--- config.mk ---
export PLATFORM = sky130hd
export DESIGN_NAME = tipi_rpi_shift
export DESIGN_NICKNAME = d
export VERILOG_FILES = /design/src/rtl/tipi_rpi_shift.sv
export SDC_FILE = /design/constraint.sdc
export NUM_CORES = 1
export LEC_CHECK = 0
export CORE_MARGIN = 2
export CORE_UTILIZATION = 50
export CTS_CLUSTER_SIZE = 20
export DETAILED_ROUTE_END_ITERATION = 8
export HOLD_SLACK_MARGIN = 0.08
export PLACE_DENSITY = 0.74
export SLEW_MARGIN = 20
export SYNTH_ARGS = -nofsm -noshare
export SYNTH_HDL_FRONTEND = slang
export SYNTH_SLANG_ARGS = --single-unit
--- constraint.sdc ---
create_clock -name clk -period 1.9 [get_ports clk]
set_input_delay 0.285 -clock clk [delete_from_list [all_inputs] [get_ports clk]]
set_output_delay 0.285 -clock clk [all_outputs]
set_load 0.02 [all_outputs]
--- src/rtl/tipi_rpi_shift.sv ---
// tipi_rpi_shift: RPi serial link, resampled into clk, giving read access
// to the TI TD/TC bytes and write access to the RD/RC read-back bytes.
module tipi_rpi_shift #(
    parameter int SYNC_STAGES   = 2,
    parameter int STABLE_CYCLES = 2
) (
    input  logic       clk,
    input  logic       rst_n,
    input  logic [7:0] ti_data_q,
    input  logic [7:0] ti_control_q,
    input  logic       r_clk,
    input  logic       r_le,
    input  logic [1:0] r_reg,
    input  logic       r_dout,
    output logic       r_din,
    output logic [7:0] rpi_rd,
    output logic [7:0] rpi_rc,
    output logic       xfer_done,
    output logic       xfer_err
);

    localparam int SW = 21;
    localparam int RW = $clog2(STABLE_CYCLES + 1) + 1;
    localparam logic [RW-1:0] RUN_MAX = RW'(STABLE_CYCLES);

    typedef enum logic {IDLE, ACTIVE} state_t;

    logic [SW-1:0] async_in;
    logic [SW-1:0] sync_q [SYNC_STAGES];
    logic [SW-1:0] sync_s;
    logic          r_clk_d;
    logic          r_le_d;
    logic          r_clk_s;
    logic          r_le_s;
    logic          r_dout_s;
    logic [1:0]    r_reg_s;

    logic [7:0]    ti_s      [2];
    logic [7:0]    ti_last   [2];
    logic [7:0]    ti_stable [2];
    logic [RW-1:0] ti_run    [2];
    logic [RW-1:0] run_n     [2];

    state_t     state;
    logic [1:0] sel;
    logic [7:0] shreg;
    logic [7:0] sh_n;
    logic [3:0] bitcnt;
    logic [3:0] cnt_n;
    logic       clk_rise;
    logic       le_rise;
    logic       le_fall;

    assign async_in = {ti_control_q, ti_data_q, r_dout, r_reg, r_le, r_clk};

    assign sync_s   = sync_q[SYNC_STAGES-1];
    assign r_clk_s  = sync_s[0];
    assign r_le_s   = sync_s[1];
    assign r_reg_s  = sync_s[3:2];
    assign r_dout_s = sync_s[4];
    assign ti_s[0]  = sync_s[12:5];
    assign ti_s[1]  = sync_s[20:13];

    always_ff @(posedge clk) begin
        if (!rst_n) begin
            for (int i = 0; i < SYNC_STAGES; i++) sync_q[i] <= '0;
            r_clk_d <= 1'b0;
            r_le_d  <= 1'b0;
        end else begin
            sync_q[0] <= async_in;
            for (int i = 1; i < SYNC_STAGES; i++) sync_q[i] <= sync_q[i-1];
            r_clk_d <= r_clk_s;
            r_le_d  <= r_le_s;
        end
    end

    // run length of identical synced samples, saturating at RUN_MAX
    always_comb begin
        for (int k = 0; k < 2; k++) begin
            run_n[k] = RW'(1);
            if (ti_s[k] == ti_last[k])
                run_n[k] = (ti_run[k] == RUN_MAX) ? RUN_MAX
                                                   : ti_run[k] + RW'(1);
        end
    end

    always_ff @(posedge clk) begin
        if (!rst_n) begin
            for (int k = 0; k < 2; k++) begin
                ti_last[k]   <= '0;
                ti_run[k]    <= '0;
                ti_stable[k] <= '0;
            end
        end else begin
            for (int k = 0; k < 2; k++) begin
                ti_last[k] <= ti_s[k];
                ti_run[k]  <= run_n[k];
                if (run_n[k] >= RUN_MAX) ti_stable[k] <= ti_s[k];
            end
        end
    end

    assign clk_rise = r_clk_s & ~r_clk_d;
    assign le_rise  = r_le_s & ~r_le_d;
    assign le_fall  = ~r_le_s & r_le_d;

    always_comb begin
        sh_n  = shreg;
        cnt_n = bitcnt;
        if (clk_rise) begin
            sh_n  = {shreg[6:0], r_dout_s};
            cnt_n = (bitcnt == 4'd9) ? 4'd9 : bitcnt + 4'd1;
        end
    end

    always_ff @(posedge clk) begin
        if (!rst_n) begin
            state     <= IDLE;
            sel       <= '0;
            shreg     <= '0;
            bitcnt    <= '0;
            r_din     <= 1'b0;
            rpi_rd    <= '0;
            rpi_rc    <= '0;
            xfer_done <= 1'b0;
            xfer_err  <= 1'b0;
        end else begin
            xfer_done <= 1'b0;
            r_din     <= (state == ACTIVE) ? shreg[7] : 1'b0;
            unique case (state)
                IDLE: begin
                    if (le_rise) begin
                        sel    <= r_reg_s;
                        bitcnt <= '0;
                        if (!r_reg_s[1]) shreg <= ti_stable[r_reg_s[0]];
                        state  <= ACTIVE;
                    end
                end
                ACTIVE: begin
                    // a same-cycle clock edge is folded in before the commit
                    shreg  <= sh_n;
                    bitcnt <= cnt_n;
                    if (le_fall) begin
                        state <= IDLE;
                        if (cnt_n == 4'd8) begin
                            xfer_done <= 1'b1;
                            if (sel == 2'd2) rpi_rd <= sh_n;
                            if (sel == 2'd3) rpi_rc <= sh_n;
                        end else begin
                            xfer_err <= 1'b1;
                        end
                    end
                end
                default: state <= IDLE;
            endcase
        end
    end

endmodule
# Word level (Yosys, flattened, before mapping)
# Memories as Yosys holds them, arrays and structs flattened.
# Index checks and enable logic that the tools add are counted.
[totals] latch_bits=0 romBits=0 ram_bits=80 register_bits=36 inputBits=23 elab_cells=85 out_inout_bits=19 mem_count=4
[memory_table] name="sync_q" words=2 word_bits=21 rd=2 rd_ports_with_merged_regs=0 write_ports=2 line="29" text="logic [SW-1:0] sync_q [SYNC_STAGES];"
[memory_table] name="ti_last" words=2 word_bits=8 rd=2 rd_ports_with_merged_regs=0 write_ports=2 line="39" text="logic [7:0] ti_last [2];"
[memory_table] name="ti_stable" words=2 word_bits=8 rd=1 rd_ports_with_merged_regs=0 write_ports=2 line="40" text="logic [7:0] ti_stable [2];"
[memory_table] name="ti_run" words=2 word_bits=3 rd=2 rd_ports_with_merged_regs=0 write_ports=2 line="41" text="logic [RW-1:0] ti_run [2];"
[classes] add_sub_neg=3 mul=0 div=0 bitwise_logic=16 reduce_logical=7 n_shift=0 n_eq_ne=10 magnitude_cmp=2 muxes=32
[op_table] cell="8-bit 2-to-1 mux" n=7
[op_table] cell="21-bit 2-to-1 mux" n=2
[op_table] cell="3-bit 2-to-1 mux" n=6
[op_table] cell="8-bit equality test" n=2
[op_table] cell="8-bit case mux with 2 select lines" n=1
[op_table] cell="4-bit 2-to-1 mux" n=3
[op_table] cell="1-bit 2-to-1 mux" n=11
[op_table] cell="4-bit equality test, second input constant" n=2
[op_table] cell="1-bit bitwise OR" n=8
[op_table] cell="4-bit case mux with 2 select lines" n=1
[op_table] cell="4-bit AND reduction" n=2
[op_table] cell="3-bit by 1-bit adder with 3-bit output, second input constant" n=2
[op_table] cell="3-bit by 2-bit equality test with 1-bit output, second input constant" n=2
[op_table] cell="3-bit by 2-bit >= comparator with 1-bit output, second input constant" n=2
[op_table] cell="2-bit AND reduction" n=3
[op_table] cell="3-bit AND reduction" n=2
[op_table] cell="1-bit inverter" n=5
[op_table] cell="4-bit by 1-bit adder with 4-bit output, second input constant" n=1
[op_table] cell="2-bit equality test, second input constant" n=2
[op_table] cell="2-bit != test, second input constant" n=2
[op_table] cell="1-bit AND" n=3
[op_table] cell="1-bit case mux with 2 select lines" n=1

# Logic depth before layout (Yosys ltp)
[depth] depth_word=8 depth_mapped=7 depth_no_buf=6

# Worst setup path after synthesis
# Ideal clock, no wire load.
[synth_timing] path_kind="reg-to-reg" start="memory ti_last[0][6]" end="memory ti_stable[0][0] (enable)" setup_slack_ns=0.064 period_less_slack_ns=1.836 arrival_time_ns=1.507 path_stages_with_launch=6 path_buffers=1 setup_time_ns=0.329 required_time_ns=1.571 cell_sequence="dfxtp_1 > xor2_1 > nor4_1 > nand3_1 > clkbuf_1 > nand2_1"
[synth_rtl] element="from (decl)" line="39"
[synth_rtl] element="to (decl)" line="40"

# Final worst setup path
[layout_timing] start="register bitcnt[1]" end="register rpi_rc[5]"
[layout_between] elab_chain_cells=5 elab_cells_between_ends=6 classes_between="add/sub (1); eq/ne (2); mux (2); reduce/logical (1)"
[layout_rtl] element="from (decl)" line="48" text="logic [3:0] bitcnt;"
[layout_rtl] element="from (signal assigned)" line="142" text="bitcnt <= cnt_n;"
[layout_rtl] element="4-bit by 1-bit adder with 4-bit output / 4-bit equality test (equally long branches)" line="112" text="cnt_n = (bitcnt == 4'd9) ? 4'd9 : bitcnt + 4'd1;"
[layout_rtl] element="4-bit 2-to-1 mux" line="112"
[layout_rtl] element="4-bit 2-to-1 mux (*)" line="110" text="if (clk_rise) begin"
[layout_rtl] element="4-bit equality test (*)" line="145" text="if (cnt_n == 4'd8) begin"
[layout_rtl] element="4-bit AND reduction (no line) (*)"
[layout_rtl] element="to (signal assigned)" line="148" text="if (sel == 2'd3) rpi_rc <= sh_n;"
[layout_rtl] element="to (decl)" line="17" text="output logic [7:0] rpi_rc,"
# Mark *: on every way between the ends. The rest lies on a longest branch, timed or not.
# A chain may end at the register's enable or synchronous reset.

==> impl_results.md <==
* Outcome: completed
* Die height at 96.7 um
* CP startpoint kind: flip-flop
* Mapped Cells at 390
* Chip Width at 96.7 um
* Area contributors post-synth: dfxtp_1, edfxtp_1, and2_1
* CTS buffer count at 17
* Clock Sinks at 116
* Core area at 8260 um2
* Clk_skew at 7.30 ps
* Largest family of logic cells by synthesized area: simple AND/OR/NAND/NOR gates
* Post-synthesis simple-gate area fraction at 0.182
* I/O pins at 42
* Crit path time final at 1790 ps
* Tot GR Track Use at 0.182
* Synth Area in Compound Gates at 0.0874
* Post-route ant nets at 0
* Port Buffers at 41
* Synthesis-stage register bit count at 116
* Gpl congestion at 0.744
* Worst min path class: in2reg
* Post-Route Hold Slack at 246 ps
* Area leader, netlist: dfxtp_1
* WP data required at 2330 ps
* Final Cycle Share at 0.944
* Total leakage power at 2.23 nW
* N_diodes at 0
* EDFF count, synth at 16
* Mux cell area share after synthesis at 0.0839
* Worst setup EP type: flip-flop
* WL/cell at 14.0 um
* Max-slew violation count at 0
* Filler cells at 610
* Global-route wire length before repair at 13.4 mm
* Share of layout cells above drive strength 1 at 0.142
* Max Cap Viol at 0
* RR Startpoint: bitcnt[1]$_SDFFE_PN0P_
* Pwr/cell area at 1120 nW/um2
* Top FF cell, synth: dfxtp_1
* Root buffer cell: clkbuf_8
* Rel. slew slack at 0.563
* Clock latency on the worst-skew pair at 500 ps
* Core Util, Final at 0.669
* Maximum fanout along the worst path at 8
* Area Overhead vs Synth at 28.7%
* RSZ-0062 raised after global routing: false
* Die area at 9350 um2
* Worst Path Class, Setup: reg2reg
* Clock Pin Slew Worst Setup and Hold Paths at 50 ps
* Most frequent cell after synthesis: dfxtp_1
* # DRC at 0
* Hold path start: rst_n
* Largest net degree at the start of global routing at 30
* Worst Max-Slew Pin Slew at 654 ps
* Pwr Total at 6.21 mW
* Initial Util at 0.520
* Asr flop ratio synth at 0
* Fmax at 558 MHz
* Post-Synth Adder-Cell Area at 0.0117
* Number of antenna violations at the first check in global routing at 0
* Mapped Avg Cell Area at 11.0 um2
* Postcts setup bufs at 0
* VDD IR max at 0.880 mV
* Final #Nets at 472
* Rows at 33
* H-tree depth at 4
* Worst EP arrival at 2220 ps
* Worst-case clock buffer depth at 2
* Total wire length at 7.84 mm
* Vias/cell at 5.16
* Top cells by count, synth: dfxtp_1, and2_1, nand2_1, clkbuf_1, mux2i_1
* Routed via count at 2,901
* Global route total overflow at 0
* Yosys top cell area share at 0.466
* Sequential share of the synthesized area at 0.578
* Synth cell types at 40
* CTS tree: done
* Worst setup path start: bitcnt[1]$_SDFFE_PN0P_
* Vias in the first global route at 2,922
* Warnings, synthesis at 0
* Finish-stage setup viols at 0
* Synthesized area at 4300 um2
* Post-synthesis xor/xnor area fraction at 0.0326
* Final Hold Fails at 0
* Initial DRC count at 114
* Drt pass-1 iters at 4
* Dpl hpwl at 5.35 mm
* Final TNS setup at 0 ps
* Syn Nets at 417
-- final cells by class --
type	count	area (um2)	area share
inverter	4	15.0	0.00272
clock inverter	5	80.1	0.0145
multi-input combinational	249	1730	0.313
timing repair buffer	57	538	0.0973
sequential	116	2480	0.449
clock buffer	26	553	0.100
tap	105	131	0.0238
-- what timing repair did --
| action | in CTS | in global routing |
|---|---|---|
| endpoints found under the setup margin | 0 | 15 |
| gates resized for setup | 0 | 3 |
| hold buffers | 0 | 0 |
-- through the flow --
stage | setup WS (ps) | cell area [um2] | cells
2_1_floorplan | 64.3 | 4300 | 390
3_3_place_gp | 185 | 4870 | 531
3_5_place_dp | 78.7 | 4870 | 531
4_1_cts | 66.2 | 5510 | 562
5_1_grt | 9.49 | 5530 | 562
6_report | 107 | 5530 | 562
-- flip-flops by register name, indices dropped and copies added (netlist names) --
name and flops:
ti_stable 16, state 1, rpi_rd 8, r_clk_d 1
r_le_d 1, sync_q 42, r_din 1, ti_run 6
rpi_rc 8, ti_last 16, bitcnt 4, xfer_err 1
shreg 8, sel 2, xfer_done 1
-- critical path: stages (launching register included) --
cell	delay, ps
dfxtp_1	350
or3b_1	440
o32ai_4	310
and4_4	270
buf_12	130
mux2i_1	200
-- routing by layer --
metal | global-route usage | part of all wire | vias up
met5 | 0 | 0 | -
met4 | 0.0910 | 0.018 | 0
met3 | 0.0600 | 0.040 | 11
met2 | 0.296 | 0.50 | 70
met1 | 0.215 | 0.44 | 1371
li1 | - | - | 1449
-- layout by cell type, fill, tap and decap left out, types with 13 or more instances in the layout --
cell type        instances
a21boi_0                17
a21oi_1                 13
and2_1                  62
buf_4                   15
clkbuf_16               20
clkdlybuf4s50_1         40
dfxtp_1                100
edfxtp_1                16
mux2_2                  16
mux2i_1                 18
nand2_1                 43
xor2_1                  16
-- final timing paths --
kind                                   end  slack, ps  depth (start not counted)
setup / recovery    rpi_rc[5]$_SDFFE_PN0P_        110                          5
hold / removal    sync_q[0][39]$_SDFF_PN0_        250                          2
setup reg to reg    rpi_rc[5]$_SDFFE_PN0P_        110                          5
hold reg to reg   sync_q[0][38]$_SDFF_PN0_        430                          1
-- cells by family (layout without fill, tap and decap cells) --
| group | count (synthesis) | after routing |
|---|---|---|
| AND/OR/NAND/NOR | 140 | 140 |
| flip-flops | 116 | 116 |
| AO/OA/AOI/OAI | 55 | 55 |
| multiplexers | 34 | 34 |
| buffers and inverters | 25 | 92 |
| XOR/XNOR | 16 | 16 |
| adder cells (fa/ha/maj) | 4 | 4 |
-- where the power goes --
group	leakage [nW]	total [mW]	switching [mW]	internal [mW]
logic	0.936	0.301	0.150	0.151
clock network	0.312	3.27	1.03	2.24
registers	0.984	2.63	0.0458	2.59
total	2.23	6.21	1.23	4.98
(Power assumes the default switching activity.)
